===== src/rtl/axi_arbiter_s2m_s3_pkg.sv =====
// Shared encodings for the s2m response arbiter: FSM states and arbitration modes.
package axi_arbiter_s2m_s3_pkg;

  localparam int unsigned NumSlv = 3;

  typedef enum logic {
    StIdle = 1'b0,
    StLock = 1'b1
  } arb_state_e;

  typedef enum logic {
    ArbFixed = 1'b0,
    ArbRr    = 1'b1
  } arb_type_e;

endpackage


===== src/rtl/axi_arbiter_s2m_s3_if.sv =====
// Per-master R/B response request and grant bundle between the slave response sources and
// the arbiter.
interface axi_arbiter_s2m_s3_if #(
  parameter int unsigned NUM = 3
);
  logic [NUM-1:0] RSELECT;
  logic [NUM-1:0] RVALID;
  logic [NUM-1:0] RREADY;
  logic [NUM-1:0] RLAST;
  logic [NUM-1:0] RGRANT;
  logic [NUM-1:0] BSELECT;
  logic [NUM-1:0] BVALID;
  logic [NUM-1:0] BREADY;
  logic [NUM-1:0] BGRANT;

  modport mst (
    output RSELECT, RVALID, RREADY, RLAST, BSELECT, BVALID, BREADY,
    input  RGRANT, BGRANT
  );

  modport slv (
    input  RSELECT, RVALID, RREADY, RLAST, BSELECT, BVALID, BREADY,
    output RGRANT, BGRANT
  );
endinterface


===== src/rtl/axi_resp_lock_arb.sv =====
// Lock-until-last arbiter for one response channel: zero-latency selection in idle, grant held
// until the completing handshake, pointer advanced only on completion.
module axi_resp_lock_arb
  import axi_arbiter_s2m_s3_pkg::*;
#(
  parameter int unsigned Num = 3
) (
  input  logic           clk_i,
  input  logic           rst_ni,
  input  logic           arbiter_type_i,
  input  logic [Num-1:0] req_i,
  input  logic [Num-1:0] valid_i,
  input  logic [Num-1:0] ready_i,
  input  logic [Num-1:0] last_i,
  output logic [Num-1:0] grant_o
);

  localparam int unsigned IdxW = (Num > 1) ? $clog2(Num) : 1;
  localparam logic [IdxW-1:0] LastIdx = IdxW'(Num - 1);

  arb_state_e state_q, state_d;
  logic [Num-1:0]  hold_q, hold_d;
  logic [IdxW-1:0] ptr_q, ptr_d;
  logic [IdxW-1:0] idx;
  logic [Num-1:0]  sel, grant;
  logic            found, done;

  function automatic logic [IdxW-1:0] oh2idx(logic [Num-1:0] oh);
    oh2idx = '0;
    for (int unsigned i = 0; i < Num; i++) begin
      if (oh[i]) oh2idx = IdxW'(i);
    end
  endfunction

  // Fixed mode scans 0..Num-1; round robin scans ptr+1 upward with wrap.
  always_comb begin
    sel   = '0;
    found = 1'b0;
    idx   = ptr_q;
    for (int unsigned k = 0; k < Num; k++) begin
      if (arbiter_type_i == ArbRr) idx = (idx == LastIdx) ? '0 : idx + 1'b1;
      else                         idx = IdxW'(k);
      if (!found && req_i[idx]) begin
        sel[idx] = 1'b1;
        found    = 1'b1;
      end
    end
  end

  always_comb begin
    state_d = state_q;
    hold_d  = hold_q;
    ptr_d   = ptr_q;
    case (state_q)
      StIdle:  grant = sel;
      StLock:  grant = hold_q;
      default: grant = '0;
    endcase
    done = |(grant & valid_i & ready_i & last_i);
    if (|grant) begin
      if (done) begin
        state_d = StIdle;
        hold_d  = '0;
        ptr_d   = oh2idx(grant);
      end else if (state_q == StIdle) begin
        state_d = StLock;
        hold_d  = grant;
      end
    end
  end

  // Idle selection is combinational, so gate it to keep grants low throughout reset.
  assign grant_o = rst_ni ? grant : '0;

  always_ff @(posedge clk_i or negedge rst_ni) begin
    if (!rst_ni) begin
      state_q <= StIdle;
      hold_q  <= '0;
      ptr_q   <= LastIdx;
    end else begin
      state_q <= state_d;
      hold_q  <= hold_d;
      ptr_q   <= ptr_d;
    end
  end

endmodule


===== src/rtl/axi_arbiter_s2m_s3.sv =====
// Per-master-port s2m response arbiter: independent R and B lock arbiters driving one-hot
// grants for the response muxes.
module axi_arbiter_s2m_s3
  import axi_arbiter_s2m_s3_pkg::*;
#(
  parameter int unsigned NUM = NumSlv
) (
  input logic                  AXI_CLK,
  input logic                  AXI_RSTn,
  input logic                  arbiter_type,
  axi_arbiter_s2m_s3_if.slv    bus
);

  axi_resp_lock_arb #(
    .Num (NUM)
  ) u_r_arb (
    .clk_i          (AXI_CLK),
    .rst_ni         (AXI_RSTn),
    .arbiter_type_i (arbiter_type),
    .req_i          (bus.RSELECT & bus.RVALID),
    .valid_i        (bus.RVALID),
    .ready_i        (bus.RREADY),
    .last_i         (bus.RLAST),
    .grant_o        (bus.RGRANT)
  );

  // B responses are single-beat, so every accepted handshake completes.
  axi_resp_lock_arb #(
    .Num (NUM)
  ) u_b_arb (
    .clk_i          (AXI_CLK),
    .rst_ni         (AXI_RSTn),
    .arbiter_type_i (arbiter_type),
    .req_i          (bus.BSELECT & bus.BVALID),
    .valid_i        (bus.BVALID),
    .ready_i        (bus.BREADY),
    .last_i         ({NUM{1'b1}}),
    .grant_o        (bus.BGRANT)
  );

endmodule


===== src/flat_wrapper.sv =====
// flat-port wrapper written by rule: the top's interface ports become plain ports
module axi_arbiter_s2m_s3_flat import axi_arbiter_s2m_s3_pkg::*;
#(
  parameter int unsigned NUM = NumSlv
)
  (AXI_CLK, AXI_RSTn, arbiter_type, bus_RSELECT, bus_RVALID, bus_RREADY, bus_RLAST, bus_BSELECT, bus_BVALID, bus_BREADY, bus_RGRANT, bus_BGRANT);
  axi_arbiter_s2m_s3_if #(.NUM(NUM)) bus_i ();
  input logic AXI_CLK;
  input logic AXI_RSTn;
  input logic arbiter_type;
  input wire logic [$bits(bus_i.RSELECT)-1:0] bus_RSELECT;
  input wire logic [$bits(bus_i.RVALID)-1:0] bus_RVALID;
  input wire logic [$bits(bus_i.RREADY)-1:0] bus_RREADY;
  input wire logic [$bits(bus_i.RLAST)-1:0] bus_RLAST;
  input wire logic [$bits(bus_i.BSELECT)-1:0] bus_BSELECT;
  input wire logic [$bits(bus_i.BVALID)-1:0] bus_BVALID;
  input wire logic [$bits(bus_i.BREADY)-1:0] bus_BREADY;
  output wire logic [$bits(bus_i.RGRANT)-1:0] bus_RGRANT;
  output wire logic [$bits(bus_i.BGRANT)-1:0] bus_BGRANT;
  assign bus_i.RSELECT = bus_RSELECT;
  assign bus_i.RVALID = bus_RVALID;
  assign bus_i.RREADY = bus_RREADY;
  assign bus_i.RLAST = bus_RLAST;
  assign bus_i.BSELECT = bus_BSELECT;
  assign bus_i.BVALID = bus_BVALID;
  assign bus_i.BREADY = bus_BREADY;
  assign bus_RGRANT = bus_i.RGRANT;
  assign bus_BGRANT = bus_i.BGRANT;
  axi_arbiter_s2m_s3 #(.NUM(NUM)) u_core (.AXI_CLK(AXI_CLK), .AXI_RSTn(AXI_RSTn), .arbiter_type(arbiter_type), .bus(bus_i));
endmodule

===== config.mk =====
export PLATFORM = sky130hd
export DESIGN_NAME = axi_arbiter_s2m_s3_flat
export DESIGN_NICKNAME = d
export VERILOG_FILES = /design/src/rtl/axi_arbiter_s2m_s3_pkg.sv /design/src/rtl/axi_arbiter_s2m_s3_if.sv /design/src/rtl/axi_resp_lock_arb.sv /design/src/rtl/axi_arbiter_s2m_s3.sv /design/src/flat_wrapper.sv
export SDC_FILE = /design/constraint.sdc
export NUM_CORES = 1
export LEC_CHECK = 0
export CORE_ASPECT_RATIO = 0.6
export CORE_MARGIN = 4
export CORE_UTILIZATION = 40
export DETAILED_ROUTE_END_ITERATION = 10
export HOLD_SLACK_MARGIN = 0.08
export PLACE_DENSITY = 0.82
export SKIP_LAST_GASP = 1
export SYNTH_ARGS = -nofsm -noshare
export SYNTH_HDL_FRONTEND = slang
export SYNTH_SLANG_ARGS = --single-unit

===== constraint.sdc =====
create_clock -name AXI_CLK -period 1.87 [get_ports AXI_CLK]
set_input_delay 0.2805 -clock AXI_CLK [delete_from_list [all_inputs] [get_ports AXI_CLK]]
set_output_delay 0.2805 -clock AXI_CLK [all_outputs]
set_load 0.05 [all_outputs]

# Word level (Yosys, flattened, before mapping)
# Index checks and enable logic that the tools add are counted.
# Widths: inputs -> output; s select.
dict set report op_classes {
  bitwise_logic 13
  n_mux 60
  add_sub_neg 6
  reduce_logical 22
  eq_ne 8
  magnitude_cmp 12
}
# op count
set ops {}
lappend ops {{$mux 3} 12}
lappend ops {{$mux 2} 14}
lappend ops {{$and 3x3->3} 7}
lappend ops {{$mux 1} 20}
lappend ops {{$lt 2x3->1 const B} 6}
lappend ops {{$add 2x1->2 const B} 6}
lappend ops {{$bmux 1 s2} 6}
lappend ops {{$demux 1 s2} 6}
lappend ops {{$eq 2x2->1 const B} 6}
lappend ops {{$ge 2x1->1 const B} 6}
lappend ops {{$or 3x3->3} 4}
lappend ops {{$pmux 3 s2} 2}
lappend ops {{$reduce_or 3->1} 4}
lappend ops {{$logic_and 1x1->1} 10}
lappend ops {{$reduce_and 2->1} 4}
lappend ops {{$logic_not 1->1} 4}
lappend ops {{$ne 2x1->1 const B} 2}
lappend ops {{$not 1->1} 2}
dict set report totals {
  ff_bits 12
  elab_cells 127
  input_bits 24
  output_inout_bits 6
}

# Depth between registers and ports, before layout
dict set report depth {
  word_depth 22
  mapped_depth 6
  depth_no_buf 5
}

# By module
# Synthesis repeated with hierarchy kept, for this count alone.
dict set report unflattened {
  cells_unflattened 110
  area_unflattened_um2 1001.0
}
# mod seq_area_each_um2 area_per_inst_um2 instances cells_per_inst
set by_module_without_submodules {}
lappend by_module_without_submodules {{axi_resp_lock_arb (u_core.u_b_arb)} 151.4 496.7 1 49}
lappend by_module_without_submodules {{axi_resp_lock_arb (u_core.u_r_arb)} 151.4 462.9 1 54}
lappend by_module_without_submodules {axi_arbiter_s2m_s3 0.0 41.3 1 7}

# Worst setup path after synthesis
# No wires, ideal clock.
dict set report synth_path {
  path_kind {register to output}
  startpoint {reg u_core.u_r_arb.ptr_q[1]}
  endpoint {out bus_RGRANT[2]}
  path_buffers 0
  required_time_ns 1.590
  arrival_ns 1.662
  path_slack_ns -0.072
  stages_incl_launch_ff 5
  cell_sequence {dfstp_2 nor2b_1 nand2_1 a211o_1 a21oi_1}
}
dict set report synth_via {
  elab_chain_len 17
  elab_cells_between_ends 46
  cone_classes {3 x add/sub; 6 x order compare; 3 x eq/ne; 25 x mux; 2 x bitwise; 7 x reduce/logical}
}
# element line
set synth_lines {}
lappend synth_lines {{start, declared} axi_resp_lock_arb.sv:23} ;# logic [IdxW-1:0] ptr_q, ptr_d;
lappend synth_lines {{start signal, assigned} axi_resp_lock_arb.sv:79} ;# ptr_q <= LastIdx;
lappend synth_lines {{start signal, assigned} axi_resp_lock_arb.sv:83} ;# ptr_q <= ptr_d;
lappend synth_lines {{$add 2x1->2 / $eq 2x2->1 (equally long branches)} axi_resp_lock_arb.sv:41} ;# if (arbiter_type_i == ArbRr) idx = (idx == LastIdx) ? '0 : idx + 1'b1;
lappend synth_lines {{$mux 2 (*) (2 in a row)} axi_resp_lock_arb.sv:41}
lappend synth_lines {{$add 2x1->2 / $eq 2x2->1 (equally long branches)} axi_resp_lock_arb.sv:41}
lappend synth_lines {{$mux 2 (2 in a row)} axi_resp_lock_arb.sv:41}
lappend synth_lines {{$add 2x1->2 / $eq 2x2->1 (equally long branches)} axi_resp_lock_arb.sv:41}
lappend synth_lines {{$mux 2 (2 in a row)} axi_resp_lock_arb.sv:41}
lappend synth_lines {{$lt 2x3->1 (implied by the code) / $ge 2x1->1 (equally long branches)} axi_resp_lock_arb.sv:44} ;# sel[idx] = 1'b1;
lappend synth_lines {{$logic_and 1x1->1 (implied by the code)} axi_resp_lock_arb.sv:44}
lappend synth_lines {{$mux 1 (implied by the code)} axi_resp_lock_arb.sv:44}
lappend synth_lines {{$demux 1 s2} axi_resp_lock_arb.sv:44}
lappend synth_lines {{$or 3x3->3 (no source line)} n/a}
lappend synth_lines {{$mux 3 (*)} axi_resp_lock_arb.sv:43} ;# if (!found && req_i[idx]) begin
lappend synth_lines {{$pmux 3 s2 (*)} axi_resp_lock_arb.sv:54} ;# case (state_q)
lappend synth_lines {{$mux 3 (*)} axi_resp_lock_arb.sv:73} ;# assign grant_o = rst_ni ? grant : '0;
lappend synth_lines {{end, declared} flat_wrapper.sv:18} ;# output wire logic [$bits(bus_i.RGRANT)-1:0] bus_RGRANT;
# Mark *: on every way between the ends. The rest lies on a longest branch, timed or not. The select of a mux whose other input is x is not followed.

# Worst setup path in the final report
dict set report layout_path {
  startpoint {reg u_core.u_r_arb.ptr_q[1]}
  endpoint {out bus_RGRANT[1]}
}
# The elaborated chain is that of the path after synthesis.

==> metrics.yaml <==
status:
  outcome: "finished with violations"
  violations: "negative setup slack"
logic_synthesis:
  synth_fp_nets: 134
  syn_avg_cell_area_sq_um: 7.94
  yosys-top-cells-area: "dfrtp_1 (29%), nand2_1 (8.2%), a21oi_1 (7.4%)"
  yosysTopAreaCellShare_pct: 28.7
  synth-seq-cells: 12
  ys_warn_count: 0
  synth.mux.area_fraction_pct: 3.87
  synth_xor_area_share_pct: 0
  synth-compound-area-share_pct: 29.7
  synthAdderAreaFrac_pct: 0
  synth_top_family_by_area: "compound AO/OA/AOI/OAI gates"
  synthSimpleGateAreaFrac_pct: 29.5
  synth_cells: 110
  yosysTopAreaCell: "dfrtp_1"
  ys_seq_area_share_pct: 34.7
  syn-cell-area_sq_um: 873
  yosysUniqueCellTypes: 39
hold_path:
  hp-class: "input port to asynchronous set/reset pin"
pwr:
  vdd_drop_max_mv: 0.865
  powerDensity_nw_per_um2: 1220
  p_leak_nw: 0.708
cells_and_area:
  fill_cells: 119
  antenna_cells: 0
  nNetsFinal: 187
  layout_commonest_cell: "buf_4"
  drive_above_1_share_pct: 34.0
  stdcell_count: 190
  synthToLayoutAreaGrowth_pct: 78.9
  layout_common_cells: "buf_4 (19), nand2_1 (14), clkdlybuf4s50_1 (14), a21oi_1 (10), dfrtp_1 (9)"
clock_tree:
  numCtsBuffers: 3
  clock_latency_ns: 0.28
  ctsHtreeMaxLevel: 1
  cts_max_path_buffers: 2
  path_clk_slew_ns: 0.08
  cts_tree: "done"
  ctsHoldBuffers: 0
  cts-root-buf: "clkbuf_4"
  cts.sinks: 12
routing:
  postRouteAntennaNets: 0
  wl_per_cell_microns: 20.2
  drcViolationCount: 0
  drtIter0Drc: 203
  vias: 1173
  wl_microns: 3840
  drtPass1Iterations: 6
  via_per_inst: 6.17
sta:
  hold_viol: 0
  post-route-period-util_pct: 105
  tightest_slew_ns: 0.506
  finalSetupViolCount: 5
  worst_slack_ns: -0.0890
  rsz0062_at_grt: "true"
  fmax_mhz: 510
  period_minus_slack_ns: 1.96
  skew_ns: 0.00550
  drv_slew: 0
  relSlewSlack_pct: 66.2
  holdWs_ns: 0.427
floorplanning:
  die_y_microns: 44.2
  fp.dieW_microns: 68.3
  die-area_sq_um: 3020
  core_area_sq_um: 1950
  start_util_pct: 44.7
  pin_count: 30
  rows: 12
place:
  place.gp.congestion: 0.888
  dpl.cell_count: 183
  hpwl_microns: 2720
  port_buffers: 29
global_route:
  grt_overflow_total: 0
  globalRouteMet3Util_pct: 8.38
  grt_antenna_before_repair: 0
  grt_pass1_wl_microns: 5060
  grt_pass1_vias: 999
  use_met2_pct: 33.1
  grtUsageTotal_pct: 23.4
  met1_usage_pct: 33.5
  busiest_layer: "met1"
  grt_max_degree: 13
critical_path:
  crit_path_max_fanout: 4
  critical_path_arrival_ns: 1.68
  crit_type: "register to output port"
  rr_endpoint: "u_core.u_r_arb.ptr_q[0]"
  reg2reg_from: "u_core.u_r_arb.ptr_q[1]"
  required_ns: 1.59
  r2r_slack_ns: -0.02
  crit_path_start_kind: "register"
  worstRegToRegCells: 5
  crit_path_end_kind: "output port"
job:
  maxCapViolCount: 0
==> how the worst max path moves through the flow <==
stage	start	endpoint	slack, ns	cells past startpoint
floorplan	u_core.u_b_arb.ptr_q[1]	bus_BGRANT[2]	0.09	4
global placement	arbiter_type	u_core.u_r_arb.ptr_q[0]	-0.25	6
detailed placement	arbiter_type	u_core.u_r_arb.ptr_q[0]	-0.43	6
CTS	u_core.u_r_arb.ptr_q[1]	bus_RGRANT[1]	-0.06	5
global route	u_core.u_r_arb.ptr_q[1]	bus_RGRANT[1]	-0.18	5
finish	u_core.u_r_arb.ptr_q[1]	bus_RGRANT[1]	-0.09	5
==> cell usage after synthesis <==
library cell and number:
nor2_1 7, o22ai_1 1, nand2_1 19, nor3b_1 1
and3_1 1, nand4_1 3, o31ai_1 1, o2111ai_1 1
o21ai_1 2, a211oi_1 1, nand3_1 6, a21oi_1 13
dfrtp_1 10, a2111oi_0 1, o211a_1 1, and3b_1 1
a21bo_2 1, nand3b_1 1, a2bb2oi_1 2, buf_2 1
dfstp_2 2, o311ai_2 1, o21a_1 2, a21boi_0 1
a211o_1 1, mux2_1 2, o21ba_2 1, nor3_1 2
o21ai_0 5, nand4b_1 1, a21o_1 1, a2111o_1 1
a31oi_1 1, mux2_2 1, inv_1 4, or2_2 1
nor2b_1 2, nand2b_1 5, and2_1 2
==> cell type report <==
class | instances | area [sq um] | share of cell area [%]
clock buffer | 4 | 36.3 | 2.32
inverter | 4 | 15.0 | 0.961
multi-input combinational | 93 | 654 | 41.9
tap | 28 | 35.0 | 2.24
sequential | 12 | 304 | 19.5
timing repair buffer | 49 | 518 | 33.1
==> state kept, by name, indices dropped and copies added (netlist names) <==
register / count
u_core.u_r_arb.ptr_q: 2
u_core.u_b_arb.state_q: 1
u_core.u_b_arb.ptr_q: 2
u_core.u_r_arb.state_q: 1
u_core.u_r_arb.hold_q: 3
u_core.u_b_arb.hold_q: 3
==> through the flow <==
stage / power [mW] / worst slack (ns) / TNS, ns / utilization (%) / instance area, sq um
2_1_floorplan: 1.03 / 0.0868 / 0 / - / 886
3_3_place_gp: 1.44 / -0.252 / -2.87 / 71.4 / 1390
3_5_place_dp: 1.48 / -0.433 / -4.41 / 71.4 / 1390
4_1_cts: 1.77 / -0.0600 / -0.120 / 76.7 / 1500
5_1_grt: 1.98 / -0.182 / -0.623 / 80.1 / 1560
6_report: 1.91 / -0.0890 / -0.251 / 80.1 / 1560
==> worst max-delay path, stage by stage (launching register included) <==
cell and delay [ns]:
dfstp_2 0.59, nand2b_4 0.16, a2bb2oi_1 0.19, nor3_2 0.08, o21a_1 0.22, buf_12 0.16
==> kinds of logic after synthesis <==
| logic type | Yosys count |
|---|---|
| flops | 12 |
| buf+inv | 5 |
| simple gates | 52 |
| compound gates | 38 |
| mux | 3 |
==> metal layers <==
layer	wire (microns)	up-vias	share of wire, %
met5	0	-	0
met4	6	0	0.16
met3	464	2	12
met2	1770	92	46
met1	1590	562	41
li1	-	517	-
==> where the power goes <==
| group | internal (mW) | switching [mW] |
|---|---|---|
| logic | 0.589 | 0.609 |
| registers | 0.382 | 0.119 |
| clock network | 0.119 | 0.0896 |
==> what timing repair did <==
item | CTS | global route
setup endpoints to repair | 12 | 11
gates resized for setup | 23 | 11
pin swaps | 8 | 5
buffers inserted | 1 | 3
(Power assumes the default switching activity.)
==> variant 1, RTL diff (same flow settings) <==
Set the package constant `NumSlv` to 5 (it was 3).
--- a/src/rtl/axi_arbiter_s2m_s3_pkg.sv
+++ b/src/rtl/axi_arbiter_s2m_s3_pkg.sv
@@ -1,7 +1,7 @@
 // Shared encodings for the s2m response arbiter: FSM states and arbitration modes.
 package axi_arbiter_s2m_s3_pkg;
 
-  localparam int unsigned NumSlv = 3;
+  localparam int unsigned NumSlv = 5;
 
   typedef enum logic {
     StIdle = 1'b0,
Interface: changed (9 resized); port bits go from 30 to 48. No check against the original RTL was run, so the function may have changed too.
==> variant 1 against the original RTL <==
- the flow finishes with violations (design-rule violations, negative setup slack)
- synthesized area rose to 4.1 times the old value
- sequential cell count is 6 higher
- clock skew decreased by 2.3 ps
- fmax decreased by 66%
- worst hold slack improved by 23 ps
- sequential share of layout area fell by 13 points
- critical path type is now reg -> reg
- global-route usage up 14 points
- highest routed layer unchanged
- design area rose to 4.7 times the old value
- wire length increased to 6.8 times the old value
- setup slack worse by 3700 ps
- power rose to 8.9 times the old value
- count of clock-buffer cells in the layout did not move
==> variant 1: results (changes against the original RTL) <==
| Metric | Value |
|---|---|
| Outcome | `complete, but fails checks (unchanged)` |
| Failing checks | `design-rule violations, negative setup slack (was negative setup slack)` |
| Final WL | `26.1 mm (was 3.84 mm)` |
| Met3 usage | `0.0962 (was 0.0838)` |
| Seq cells post-synth | `18 (was 12)` |
| Layout cell share with drive strength beyond 1 | `0.575 (was 0.340)` |
| Root buffer selected by CTS | `clkbuf_16 (was clkbuf_4)` |
| Arrival @ worst endpoint | `5850 ps (was 1680 ps)` |
| Routed length on met2 | `10.1 mm (was 1.77 mm)` |
| Number of non-clock buffers | `319 (was 49)` |
| DP Area | `6070 µm² (was 1390 µm²)` |
| Mapped Area | `3620 µm² (was 873 µm²)` |
| Internal cell power | `8.37 mW (was 1.09 mW)` |
| Pre-CTS setup slack | `-3640 ps (was -433 ps)` |
| Placed insts | `831 (was 183)` |
| Slowest cell delay on critical path | `410 ps (was 590 ps)` |
| Final Setup Violations | `28 (was 5)` |
| Leakage power | `3.19 nW (was 0.708 nW)` |
| Peak supply drop | `1.79 mV (was 0.865 mV)` |
| FF/Latch Area | `454 µm² (was 304 µm²)` |
| Synth top area cells | `dfrtp_1 (11%), ha_1 (6.2%), nand2_1 (4.4%), a21oi_1 (4.2%), nand3_1 (3.2%) (was dfrtp_1 (29%), nand2_1 (8.2%), a21oi_1 (7.4%), dfstp_2 (6.0%), nand2b_1 (3.6%))` |
| Top Registers | `u_core.u_b_arb.hold_q: 5 flops, u_core.u_r_arb.hold_q: 5 flops (was u_core.u_b_arb.hold_q: 3 flops, u_core.u_r_arb.hold_q: 3 flops)` |
| P&R area growth vs syn | `103% (was 78.9%)` |
| Delay-heaviest family, CP | `compound AO/OA/AOI/OAI gates (was flip-flops)` |
| Setup_tns | `-101810 ps (was -251 ps)` |
| Syn nets | `541 (was 134)` |
| Met1 usage | `0.523 (was 0.335)` |
| Setup ws final | `-3830 ps (was -89.0 ps)` |
| Post-route DRC | `3 (was 0)` |
| Clock-cell share of area | `0.0121 (was 0.0232)` |
| Routability cong. | `1.00 (was 0.888)` |
| Met3 WL | `4.45 mm (was 464 µm)` |
| Distinct cells, synth | `95 (was 39)` |
| Total Routing Usage GR | `0.373 (was 0.234)` |
| M1 WL | `8.83 mm (was 1.59 mm)` |
| Multi-input logic area | `3830 µm² (was 654 µm²)` |
| Clk pwr share | `0.030 (was 0.109)` |
[variant 1: cell types whose count changed after synthesis, moves of 18 or more]
cell / delta
o21ai_0: +18
ha_1: +18
nand2_1: +23
nor2_1: +22
inv_1: +21
[variant 1: worst max path at each step]
stage | startpoint | to | slack, ps | cells after the start
2_1_floorplan | u_core.u_r_arb.ptr_q[0]$_DFFE_PN0P_ | u_core.u_r_arb.ptr_q[1]$_DFFE_PN0P_ | -3310 | 28
3_3_place_gp | arbiter_type | u_core.u_b_arb.ptr_q[1]$_DFFE_PN0P_ | -3440 | 29
3_5_place_dp | arbiter_type | u_core.u_b_arb.hold_q[0]$_DFFE_PN0P_ | -3640 | 28
4_1_cts | u_core.u_b_arb.ptr_q[0]$_DFFE_PN0P_ | bus_BGRANT[2] | -3270 | 26
5_1_grt | u_core.u_r_arb.ptr_q[0]$_DFFE_PN0P_ | u_core.u_r_arb.ptr_q[0]$_DFFE_PN0P_ | -3860 | 29
6_report | u_core.u_b_arb.ptr_q[1]$_DFFE_PN0P_ | u_core.u_b_arb.hold_q[1]$_DFFE_PN0P_ | -3830 | 28
[variant 1: repair_timing]
| item | 4_1_cts | 5_1_grt |
|---|---|---|
| setup endpoints to repair | 28 | 28 |
| pin swaps | 35 | 52 |
| setup buffers | 44 | 25 |
| gates resized for setup | 75 | 78 |
[variant 1: kinds of logic (layout without fill, tap and decap cells)]
family	count (synthesis)	in the layout	synth area share
and+or+nand+nor	223	223	0.359
AOI/OAI and AO/OA	160	160	0.334
xor gates and xnor gates	1	1	0.00242
adders and majority gates	18	18	0.0623
buffers and inverters	50	353	0.0668
DFF	18	18	0.125
muxes	15	15	0.0502
==> variant 2, RTL diff (config.mk and constraints unchanged) <==
Made on the original files. Reset style: synchronous (`rst_ni`), changed in one clocked block.
--- a/src/rtl/axi_resp_lock_arb.sv
+++ b/src/rtl/axi_resp_lock_arb.sv
@@ -72,7 +72,7 @@
   // Idle selection is combinational, so gate it to keep grants low throughout reset.
   assign grant_o = rst_ni ? grant : '0;
 
-  always_ff @(posedge clk_i or negedge rst_ni) begin
+  always_ff @(posedge clk_i) begin
     if (!rst_ni) begin
       state_q <= StIdle;
       hold_q  <= '0;
Check against the original RTL: same outputs for any inputs over 10 cycles, from zero or initial values and one cycle with AXI_RSTn low; that may be too few to reach the edited logic, so the function may still have changed.
==> variant 2 against the original RTL <==
- the flow still finishes with violations (negative setup slack)
- setup slack improved by 53 ps
- wire length fell by 14%
- global-route usage fell by 2.4 points
- synthesized area rose by 4.2%
- critical path depth did not move
- sequential cell count did not move
- design area rose by 1.1%
- count of clock-buffer cells in the layout did not move
- critical path type unchanged
- largest cell class unchanged
Power is not compared: it rests on default switching activity, and its combinational part moved more than twofold at a synthesized area within 25%.
==> variant 2: results (changes against the original RTL) <==
| Metric | Value |
|---|---|
| Worst r2r src | `u_core.u_r_arb.ptr_q[0]$_SDFFE_PN0P_ (was u_core.u_r_arb.ptr_q[1]$_DFFE_PN1P_)` |
| Post-synthesis sequential area ratio | `0.264 (was 0.347)` |
| Outcome | `complete, but fails checks (unchanged)` |
| Failing checks | `negative setup slack (unchanged)` |
| Flop2flop setup slack | `50 ps (was -20 ps)` |
| Worst-case reg-to-reg path depth | `7 (was 5)` |
| Post-synth ARST share | `0 (was 1.00)` |
| Hold_ws | `474 ps (was 427 ps)` |
| DR WL/cell | `17.5 µm (was 20.2 µm)` |
| Distinct cells, synth | `48 (was 39)` |
| Syn nets | `133 (was 134)` |
| Setup_tns | `-67.2 ps (was -251 ps)` |
| Vias in the first global route | `1037 (was 999)` |
| DR pass1 iterations | `4 (was 6)` |
| Placed insts | `180 (was 183)` |
| Clock latency on the worst-skew pair | `240 ps (was 280 ps)` |
| Worst Skew | `2.53 ps (was 5.50 ps)` |
| Setup crit end | `bus_BGRANT[1] (was bus_RGRANT[1])` |
| Slew @ Worst Pin | `508 ps (was 506 ps)` |
| DR vias/cell | `5.83 (was 6.17)` |
| Post-synth top cells | `nand2_1 (13), dfxtp_1 (12), nor2_1 (6) (was nand2_1 (19), a21oi_1 (13), dfrtp_1 (10), nor2_1 (7), nand3_1 (6))` |
| Setup ws final | `-35.6 ps (was -89.0 ps)` |
| Syn Inst Count | `109 (was 110)` |
| Worst Hold Class | `reg -> reg (was in -> async)` |
| Pre-CTS setup slack | `-291 ps (was -433 ps)` |
| DP Area | `1400 µm² (was 1390 µm²)` |
| Clock transition at the registers of the reported paths | `50 ps (was 80 ps)` |
| Cell Count, Final, Fillers Out | `189 (was 190)` |
| Final Setup Violations | `2 (was 5)` |
| Fin nets | `184 (was 187)` |
| DP HPWL | `2.44 mm (was 2.72 mm)` |
| Layout cell share with drive strength beyond 1 | `0.440 (was 0.340)` |
| Pin count of the biggest net entering global routing | `10 (was 13)` |
[variant 2: repair_timing]
item / 4_1_cts / 5_1_grt
pin swaps: 12 / 4
resized for setup: 32 / 7
setup buffers: 3 / 2
setup endpoints to repair: 11 / 7
hold buffers: 0 / 0
[variant 2: cell type report]
type	count	area, µm²
fill	148	583
timing repair buffer	51	497
clock buffer	4	55.1
multi-input combinational	89	734
inverter	3	11.3
sequential	12	245
tap	30	37.5
[variant 2: layer usage]
metal,vias to the layer above,share of wire,track usage
li1,511,-,-
met1,534,0.44,0.289
met2,54,0.47,0.318
met3,2,0.090,0.0778
met4,0,0.0024,0.0428
met5,-,0,0
[variant 2: critical path, cell delays in order, from the launching register on]
cell and delay, ps:
dfxtp_1 340, or3b_4 410, o2bb2a_4 210, and2_4 180
nor2_4 100, buf_12 140
[variant 2: cells by family (layout without fill, tap and decap cells)]
family,count (synthesis),count (layout),synth area share
mux,3,3,0.0330
buf+inv,8,58,0.0426
compound gates,33,33,0.322
simple gates,53,53,0.338
flops,12,12,0.264
